$ cat src/rtl/conv1d_pkg.sv
// Shared widths, requant configuration record and the rounding doubling
// high-multiply used by the conv1d requantise/pack datapath.
package conv1d_pkg;

  localparam int ACC_W   = 32;
  localparam int OUT_W   = 8;
  localparam int LANES   = 4;
  localparam int LCNT_W  = $clog2(LANES);
  localparam int COUNT_W = 3;

  typedef struct packed {
    logic signed [ACC_W-1:0] mult;
    logic        [4:0]       shift;
    logic signed [ACC_W-1:0] offset;
    logic signed [OUT_W-1:0] act_min;
    logic signed [OUT_W-1:0] act_max;
  } requant_cfg_t;

  // Unity-ish gain (x0.5 after the doubling high multiply), no shift, full int8 range.
  localparam requant_cfg_t CFG_RESET = '{
    mult:    32'h4000_0000,
    shift:   5'd0,
    offset:  32'h0000_0000,
    act_min: 8'h80,
    act_max: 8'h7F
  };

  localparam logic signed [ACC_W-1:0]   ACC_MIN  = {1'b1, {(ACC_W-1){1'b0}}};
  localparam logic signed [ACC_W-1:0]   ACC_MAX  = {1'b0, {(ACC_W-1){1'b1}}};
  localparam logic signed [2*ACC_W-1:0] RND_HALF = {{(ACC_W+1){1'b0}}, 1'b1, {(ACC_W-2){1'b0}}};

  // (a*b + 2^30) >>> 31 on a 64-bit signed product. The only input pair whose
  // result leaves the 32-bit range is MIN*MIN, which saturates to MAX.
  function automatic logic signed [ACC_W-1:0] rdh_mul(
    input logic signed [ACC_W-1:0] a,
    input logic signed [ACC_W-1:0] b
  );
    logic signed [2*ACC_W-1:0] prod;
    logic signed [ACC_W-1:0]   res;
    prod = (2*ACC_W)'(a) * (2*ACC_W)'(b);
    prod = prod + RND_HALF;
    prod = prod >>> (ACC_W-1);
    res  = prod[ACC_W-1:0];
    if (a == ACC_MIN && b == ACC_MIN) begin
      res = ACC_MAX;
    end
    return res;
  endfunction

endpackage

$ cat src/rtl/conv1d_requant_lane.sv
// Two-stage per-element requantiser: stage 1 does the high multiply, stage 2
// does the rounding shift, offset add and activation clamp. Both stages
// freeze while stall is high.
module conv1d_requant_lane
  import conv1d_pkg::*;
(
  input  logic                    clk,
  input  logic                    reset_n,
  input  logic                    stall,
  input  logic                    in_valid,
  input  logic signed [ACC_W-1:0] in_acc,
  input  logic                    in_last,
  input  requant_cfg_t            cfg,
  output logic                    out_valid,
  output logic        [OUT_W-1:0] out_data,
  output logic                    out_last,
  output logic                    busy
);

  logic                    s1_valid;
  logic                    s1_last;
  logic signed [ACC_W-1:0] s1_h;

  logic signed [ACC_W:0]   h_ext;
  logic signed [ACC_W:0]   rnd_add;
  logic signed [ACC_W:0]   r_shift;
  logic signed [ACC_W:0]   v_sum;
  logic signed [ACC_W:0]   min_ext;
  logic signed [ACC_W:0]   max_ext;
  logic signed [ACC_W:0]   clamped;

  // Stage 1: high multiply of the accepted accumulator.
  always_ff @(posedge clk or negedge reset_n) begin
    if (!reset_n) begin
      s1_valid <= 1'b0;
      s1_last  <= 1'b0;
      s1_h     <= '0;
    end else if (!stall) begin
      s1_valid <= in_valid;
      s1_last  <= in_valid & in_last;
      s1_h     <= rdh_mul(in_acc, cfg.mult);
    end
  end

  // Rounding arithmetic shift, offset and clamp in 33-bit arithmetic; a
  // min above max collapses onto max because max is applied last.
  always_comb begin
    h_ext   = {s1_h[ACC_W-1], s1_h};
    rnd_add = '0;
    if (cfg.shift != 5'd0) begin
      rnd_add = (ACC_W+1)'(1) << (cfg.shift - 5'd1);
    end
    r_shift = (h_ext + rnd_add) >>> cfg.shift;
    v_sum   = r_shift + {cfg.offset[ACC_W-1], cfg.offset};
    min_ext = {{(ACC_W+1-OUT_W){cfg.act_min[OUT_W-1]}}, cfg.act_min};
    max_ext = {{(ACC_W+1-OUT_W){cfg.act_max[OUT_W-1]}}, cfg.act_max};
    clamped = v_sum;
    if (clamped < min_ext) begin
      clamped = min_ext;
    end
    if (clamped > max_ext) begin
      clamped = max_ext;
    end
  end

  // Stage 2: register the int8 result with its row-end marker.
  always_ff @(posedge clk or negedge reset_n) begin
    if (!reset_n) begin
      out_valid <= 1'b0;
      out_last  <= 1'b0;
      out_data  <= '0;
    end else if (!stall) begin
      out_valid <= s1_valid;
      out_last  <= s1_last;
      out_data  <= clamped[OUT_W-1:0];
    end
  end

  assign busy = s1_valid | out_valid;

endmodule

$ cat src/rtl/conv1d_requant_pack.sv
// Requantises conv1d accumulators to int8 and packs four lanes per 32-bit
// word for the CFU response path. A row end flushes a partial word.
module conv1d_requant_pack
  import conv1d_pkg::*;
(
  input  logic                      clk,
  input  logic                      reset_n,
  input  logic                      in_valid,
  output logic                      in_ready,
  input  logic signed [ACC_W-1:0]   in_acc,
  input  logic                      in_last,
  input  logic                      cfg_load,
  input  logic        [ACC_W-1:0]   cfg_mult,
  input  logic        [4:0]         cfg_shift,
  input  logic signed [ACC_W-1:0]   cfg_offset,
  input  logic signed [OUT_W-1:0]   cfg_act_min,
  input  logic signed [OUT_W-1:0]   cfg_act_max,
  output logic                      out_valid,
  input  logic                      out_ready,
  output logic [LANES*OUT_W-1:0]    out_data,
  output logic [COUNT_W-1:0]        out_count,
  output logic                      idle
);

  requant_cfg_t             cfg_q;
  logic                     stall;
  logic                     accept;
  logic                     lane_valid;
  logic [OUT_W-1:0]         lane_q;
  logic                     lane_last;
  logic                     lane_busy;
  logic [LCNT_W-1:0]        lane_cnt;
  logic [LANES*OUT_W-1:0]   pack_data;
  logic [LANES*OUT_W-1:0]   merged;
  logic                     word_done;

  assign stall    = out_valid & ~out_ready;
  assign in_ready = ~stall;
  assign accept   = in_valid & in_ready;

  // Config capture; software only loads while the datapath is idle.
  always_ff @(posedge clk or negedge reset_n) begin
    if (!reset_n) begin
      cfg_q <= CFG_RESET;
    end else if (cfg_load) begin
      cfg_q.mult    <= cfg_mult;
      cfg_q.shift   <= cfg_shift;
      cfg_q.offset  <= cfg_offset;
      cfg_q.act_min <= cfg_act_min;
      cfg_q.act_max <= cfg_act_max;
    end
  end

  conv1d_requant_lane u_lane (
    .clk       (clk),
    .reset_n   (reset_n),
    .stall     (stall),
    .in_valid  (accept),
    .in_acc    (in_acc),
    .in_last   (in_last),
    .cfg       (cfg_q),
    .out_valid (lane_valid),
    .out_data  (lane_q),
    .out_last  (lane_last),
    .busy      (lane_busy)
  );

  // Drop the arriving result into its lane and decide whether the word closes.
  always_comb begin
    merged = pack_data;
    for (int i = 0; i < LANES; i++) begin
      if (int'(lane_cnt) == i) begin
        merged[i*OUT_W +: OUT_W] = lane_q;
      end
    end
    word_done = lane_valid & ((int'(lane_cnt) == LANES-1) | lane_last);
  end

  // Packer: accumulate lanes, restart at lane 0 in the same cycle a word leaves.
  always_ff @(posedge clk or negedge reset_n) begin
    if (!reset_n) begin
      pack_data <= '0;
      lane_cnt  <= '0;
    end else if (!stall && lane_valid) begin
      if (word_done) begin
        pack_data <= '0;
        lane_cnt  <= '0;
      end else begin
        pack_data <= merged;
        lane_cnt  <= lane_cnt + 1'b1;
      end
    end
  end

  // Output register: holds the word until the consumer takes it.
  always_ff @(posedge clk or negedge reset_n) begin
    if (!reset_n) begin
      out_valid <= 1'b0;
      out_data  <= '0;
      out_count <= '0;
    end else if (!stall) begin
      out_valid <= word_done;
      if (word_done) begin
        out_data  <= merged;
        out_count <= {{(COUNT_W-LCNT_W){1'b0}}, lane_cnt} + 1'b1;
      end
    end
  end

  assign idle = ~lane_busy & (lane_cnt == '0) & ~out_valid;

endmodule

$ cat config.mk
export PLATFORM = sky130hd
export DESIGN_NAME = conv1d_requant_pack
export DESIGN_NICKNAME = d
export VERILOG_FILES = /design/src/rtl/conv1d_pkg.sv /design/src/rtl/conv1d_requant_lane.sv /design/src/rtl/conv1d_requant_pack.sv
export SDC_FILE = /design/constraint.sdc
export NUM_CORES = 2
export LEC_CHECK = 0
export ABC_AREA = 1
export BUFFER_PORTS_ARGS = -buffer_cell sky130_fd_sc_hd__clkbuf_2
export CORE_MARGIN = 4
export CORE_UTILIZATION = 55
export DETAILED_ROUTE_END_ITERATION = 6
export PLACE_DENSITY = 0.72
export SLEW_MARGIN = 30
export SYNTH_ARGS = -nofsm -noshare
export SYNTH_HDL_FRONTEND = slang
export SYNTH_SLANG_ARGS = --single-unit
$ cat constraint.sdc
create_clock -name clk -period 23.3 [get_ports clk]
set_clock_uncertainty 0.15 [all_clocks]
set_input_delay 1.165 -clock clk [delete_from_list [all_inputs] [get_ports clk]]
set_output_delay 1.165 -clock clk [all_outputs]
set_load 0.005 [all_outputs]
==> impl_results.rst <==
.. list-table::
   :header-rows: 1

   * - Metric
     - Value
   * - Outcome
     - complete, no violations
   * - Class of the tightest hold or removal check
     - flip-flop to flip-flop
   * - Setup repair after global routing missed its margin
     - no
   * - Wire length per cell after detailed routing
     - 19.1 um
   * - CTS tree
     - built
   * - Critical Path Most Common Cell
     - nand2_1
   * - Slowest library cell on the worst path
     - nand2_1
   * - Starting density of the core
     - 0.558
   * - Sum of routed wire length over all layers
     - 158,000 um
   * - Number of distinct library cells after synthesis
     - 50
   * - Source of the worst register-to-register timing path
     - cfg_q[48]
   * - Most common cell in the netlist
     - nand2_1
   * - Peak clock frequency supported by timing
     - 96.3 MHz
   * - Portion of synthesized cell area occupied by the leading cell type
     - 0.403
   * - Terminus of the critical flop-to-flop path
     - u_lane.out_data[7]
   * - Clock latency on the worst-skew pair
     - 530 ps
   * - Async set or reset register ratio after synthesis
     - 1.00
   * - Post-cts sizing count
     - 0
   * - Global-route wire length before repair
     - 258,000 um
   * - CP arrival
     - 10,630 ps
   * - Post-route minimum period
     - 10,380 ps
   * - Number of flip-flops and latches in the synthesized netlist
     - 199
   * - Transition time at the pin with the least slew margin
     - 1100 ps
   * - Syn_nets
     - 8,561
   * - Vias per Instance
     - 5.43
   * - Sequential area share after synthesis
     - 0.0935
   * - Compound-Gate Fraction of Synth Area
     - 0.0580
   * - Maximum number of pins on one net before global-route repair
     - 85
   * - Critical path startpoint
     - cfg_q[48]
   * - Mapped Cells
     - 7,054
   * - Share of the cycle needed by the critical path after routing
     - 0.445
   * - Final setup violation count
     - 0
   * - Sort of element at the end of the critical path
     - flip-flop
   * - Most frequent cells after synthesis
     - 1,901 x nand2_1, 1,795 x inv_1, 1,075 x fa_1, 353 x nand3_1, 309 x ha_1
   * - Worst-path fanout max
     - 40
   * - Post-route DRC violation count
     - 0
   * - Synth top area cells
     - fa_1 40%, nand2_1 13%, inv_1 13%
   * - Max-slew headroom
     - 0.270
   * - R2r setup slk
     - 12,920 ps
   * - Max-cap violations
     - 0
   * - Post-synthesis mux area share
     - 0.00949
   * - Count of final max-slew check failures
     - 0
   * - Horizontal extent of the die
     - 320 um
   * - Die outline area
     - 102,000 um^2
   * - Buffers added on ports
     - 160
   * - Standard cell core area
     - 95,600 um^2
   * - Crit path required time
     - 23,550 ps
   * - Number of top-level pins
     - 161
   * - Largest family of logic cells by synthesized area
     - adder cells
   * - Final ANT Viol Nets
     - 0
   * - Overall track demand over capacity in global routing
     - 0.319
   * - Clock transition at path regs
     - 100 ps
   * - First drt pass iteration count
     - 7
   * - Final hold violations
     - 0
   * - Type of origin of the critical path
     - flip-flop
   * - CTS Root Cell
     - clkbuf_16
   * - Reg2Reg Depth
     - 64
   * - Cell area after technology mapping
     - 53,400 um^2
   * - Area share of fa/ha/maj cells after synthesis
     - 0.476
   * - CTS Sinks
     - 199
   * - Number of DRC violations after detailed-routing iteration 0
     - 3,875
   * - Area growth syn-to-layout
     - 4.36%
   * - Cell row count
     - 113
   * - Biggest cell delay along the critical path
     - 440 ps
   * - Number of antenna violations at the first check in global routing
     - 5
   * - Synth Area in Simple Gates
     - 0.204
   * - Maximum clock insertion buffer count
     - 2
   * - Setup total negative slack
     - 0 ps
   * - Number of flops mapped to enable cells by yosys
     - 0
   * - Number of hold buffers added after CTS
     - 0
   * - Routability cong.
     - 0.972
   * - Nets
     - 8,478
   * - Via count
     - 44,800
   * - Dominant cell type by area after synthesis
     - fa_1
   * - Total number of H-tree levels
     - 4
   * - Die boundary height
     - 320 um
   * - Post-CTS setup-driven buffer insertion count
     - 0
   * - Prevailing post-synth register cell
     - dfrtp_1
   * - Count of warnings emitted by yosys
     - 0
   * - Type of the setup path with the least slack
     - flip-flop to flip-flop
   * - Fraction of final layout cells with drive strength greater than 1
     - 0.0567
   * - End of the critical path
     - u_lane.out_data[7]
   * - # fillers
     - 9,011
   * - Post-DP HPWL
     - 127,000 um
   * - Average cell area after synthesis
     - 7.57 um^2
   * - Number of global-route vias before repair
     - 47,300
   * - Synthesized-area fraction occupied by xor and xnor cells
     - 0.00853
   * - Total gr overflow
     - 0
   * - Clock buffers created by TritonCTS
     - 17
routing by layer:
layer | wire (um) | global-route usage | vias to the layer above | part of all wire
li1 | - | - | 20500 | -
met1 | 66300 | 0.440 | 22300 | 0.42
met2 | 74300 | 0.527 | 1713 | 0.47
met3 | 11900 | 0.0484 | 323 | 0.076
met4 | 5100 | 0.0937 | 4 | 0.032
met5 | 27 | 0 | - | 0.00017
sequential cells by signal, indices dropped and copies added (netlist names), 2 cells and up:
register	count
cfg_q	85
out_data	32
pack_data	32
u_lane.s1_h	32
u_lane.out_data	8
out_count	3
lane_cnt	2
cell usage in the layout (no fill, tap or decap), types with 8 or more instances in the layout:
cell / netlist / final
clkbuf_2: 1 / 152
nand4_1: 48 / 48
clkbuf_16: 0 / 17
xor2_1: 27 / 27
nor2_1: 250 / 247
o22ai_1: 13 / 13
ha_1: 309 / 309
dfstp_2: 9 / 9
xnor2_1: 25 / 25
fa_1: 1075 / 1074
or2_2: 19 / 19
inv_1: 1795 / 1791
nor4_1: 21 / 21
o21ai_1: 22 / 22
nand2_2: 17 / 17
o21a_1: 13 / 13
nor3_1: 17 / 17
a31oi_1: 16 / 15
nor2_2: 11 / 13
mux2_2: 45 / 45
nand2_1: 1901 / 1901
dfrtp_1: 190 / 186
inv_2: 15 / 17
o21ai_0: 235 / 235
o21bai_1: 13 / 13
a21o_1: 20 / 20
o211ai_1: 8 / 8
nand3b_1: 8 / 8
nand3_1: 353 / 353
buf_4: 0 / 59
a21oi_1: 206 / 206
cell type report:
| type | instances | area (um^2) | share of cell area |
|---|---|---|---|
| flip-flops and latches | 199 | 5000 | 0.0897 |
| repair buffers | 221 | 1300 | 0.0234 |
| clock inverters | 15 | 219 | 0.00393 |
| diodes | 2 | 5.00 | 0.0000899 |
| clock buffers | 17 | 425 | 0.00764 |
| multi-input cells | 4718 | 40400 | 0.725 |
| well taps | 1265 | 1580 | 0.0284 |
| inverters | 1814 | 6810 | 0.122 |
worst min path at each step:
stage / startpoint / endpoint / slack (ps) / depth (start not counted)
finish: out_data[2] / out_data[2] / 340 / 2
CTS: out_data[2] / out_data[2] / 340 / 2
floorplan: u_lane.out_valid / u_lane.out_valid / 300 / 2
global placement: out_data[4] / out_data[4] / 320 / 2
global route: out_data[15] / out_data[15] / 360 / 2
detailed placement: out_data[2] / out_data[2] / 320 / 2
stage by stage:
step                      std cells  setup WS, ps  instance area (um^2)   util  hold slack [ps]
after floorplan                7054         15090                 53400      -              303
after global placement         8216         13280                 55000  0.576              315
after detailed placement       8216         13210                 55000  0.576              319
after CTS                      8248         13140                 55700  0.582              342
after global routing           8249         11780                 55700  0.583              361
final                          8251         12920                 55700  0.583              336
critical path: cells and delay by family (launching register included):
| kind | cells | cell delay, ps |
|---|---|---|
| compound gates | 7 | 1440 |
| xor+xnor | 1 | 190 |
| fa+ha+maj | 5 | 1690 |
| buf+inv | 8 | 1090 |
| flops | 1 | 370 |
| simple gates | 43 | 5320 |
logic make-up (layout without fill, tap and decap cells):
group | count (synthesis) | after routing
buf+inv | 2137 | 2067
xor+xnor | 52 | 52
mux | 45 | 45
fa+ha+maj | 1384 | 1384
simple gates | 2667 | 2667
other cells | 1 | 3
compound gates | 569 | 569
flops | 199 | 199
Power is left out: the tool's default activity adds up to more than one toggle a clock period on the data nets, which glitch-free logic cannot reach.
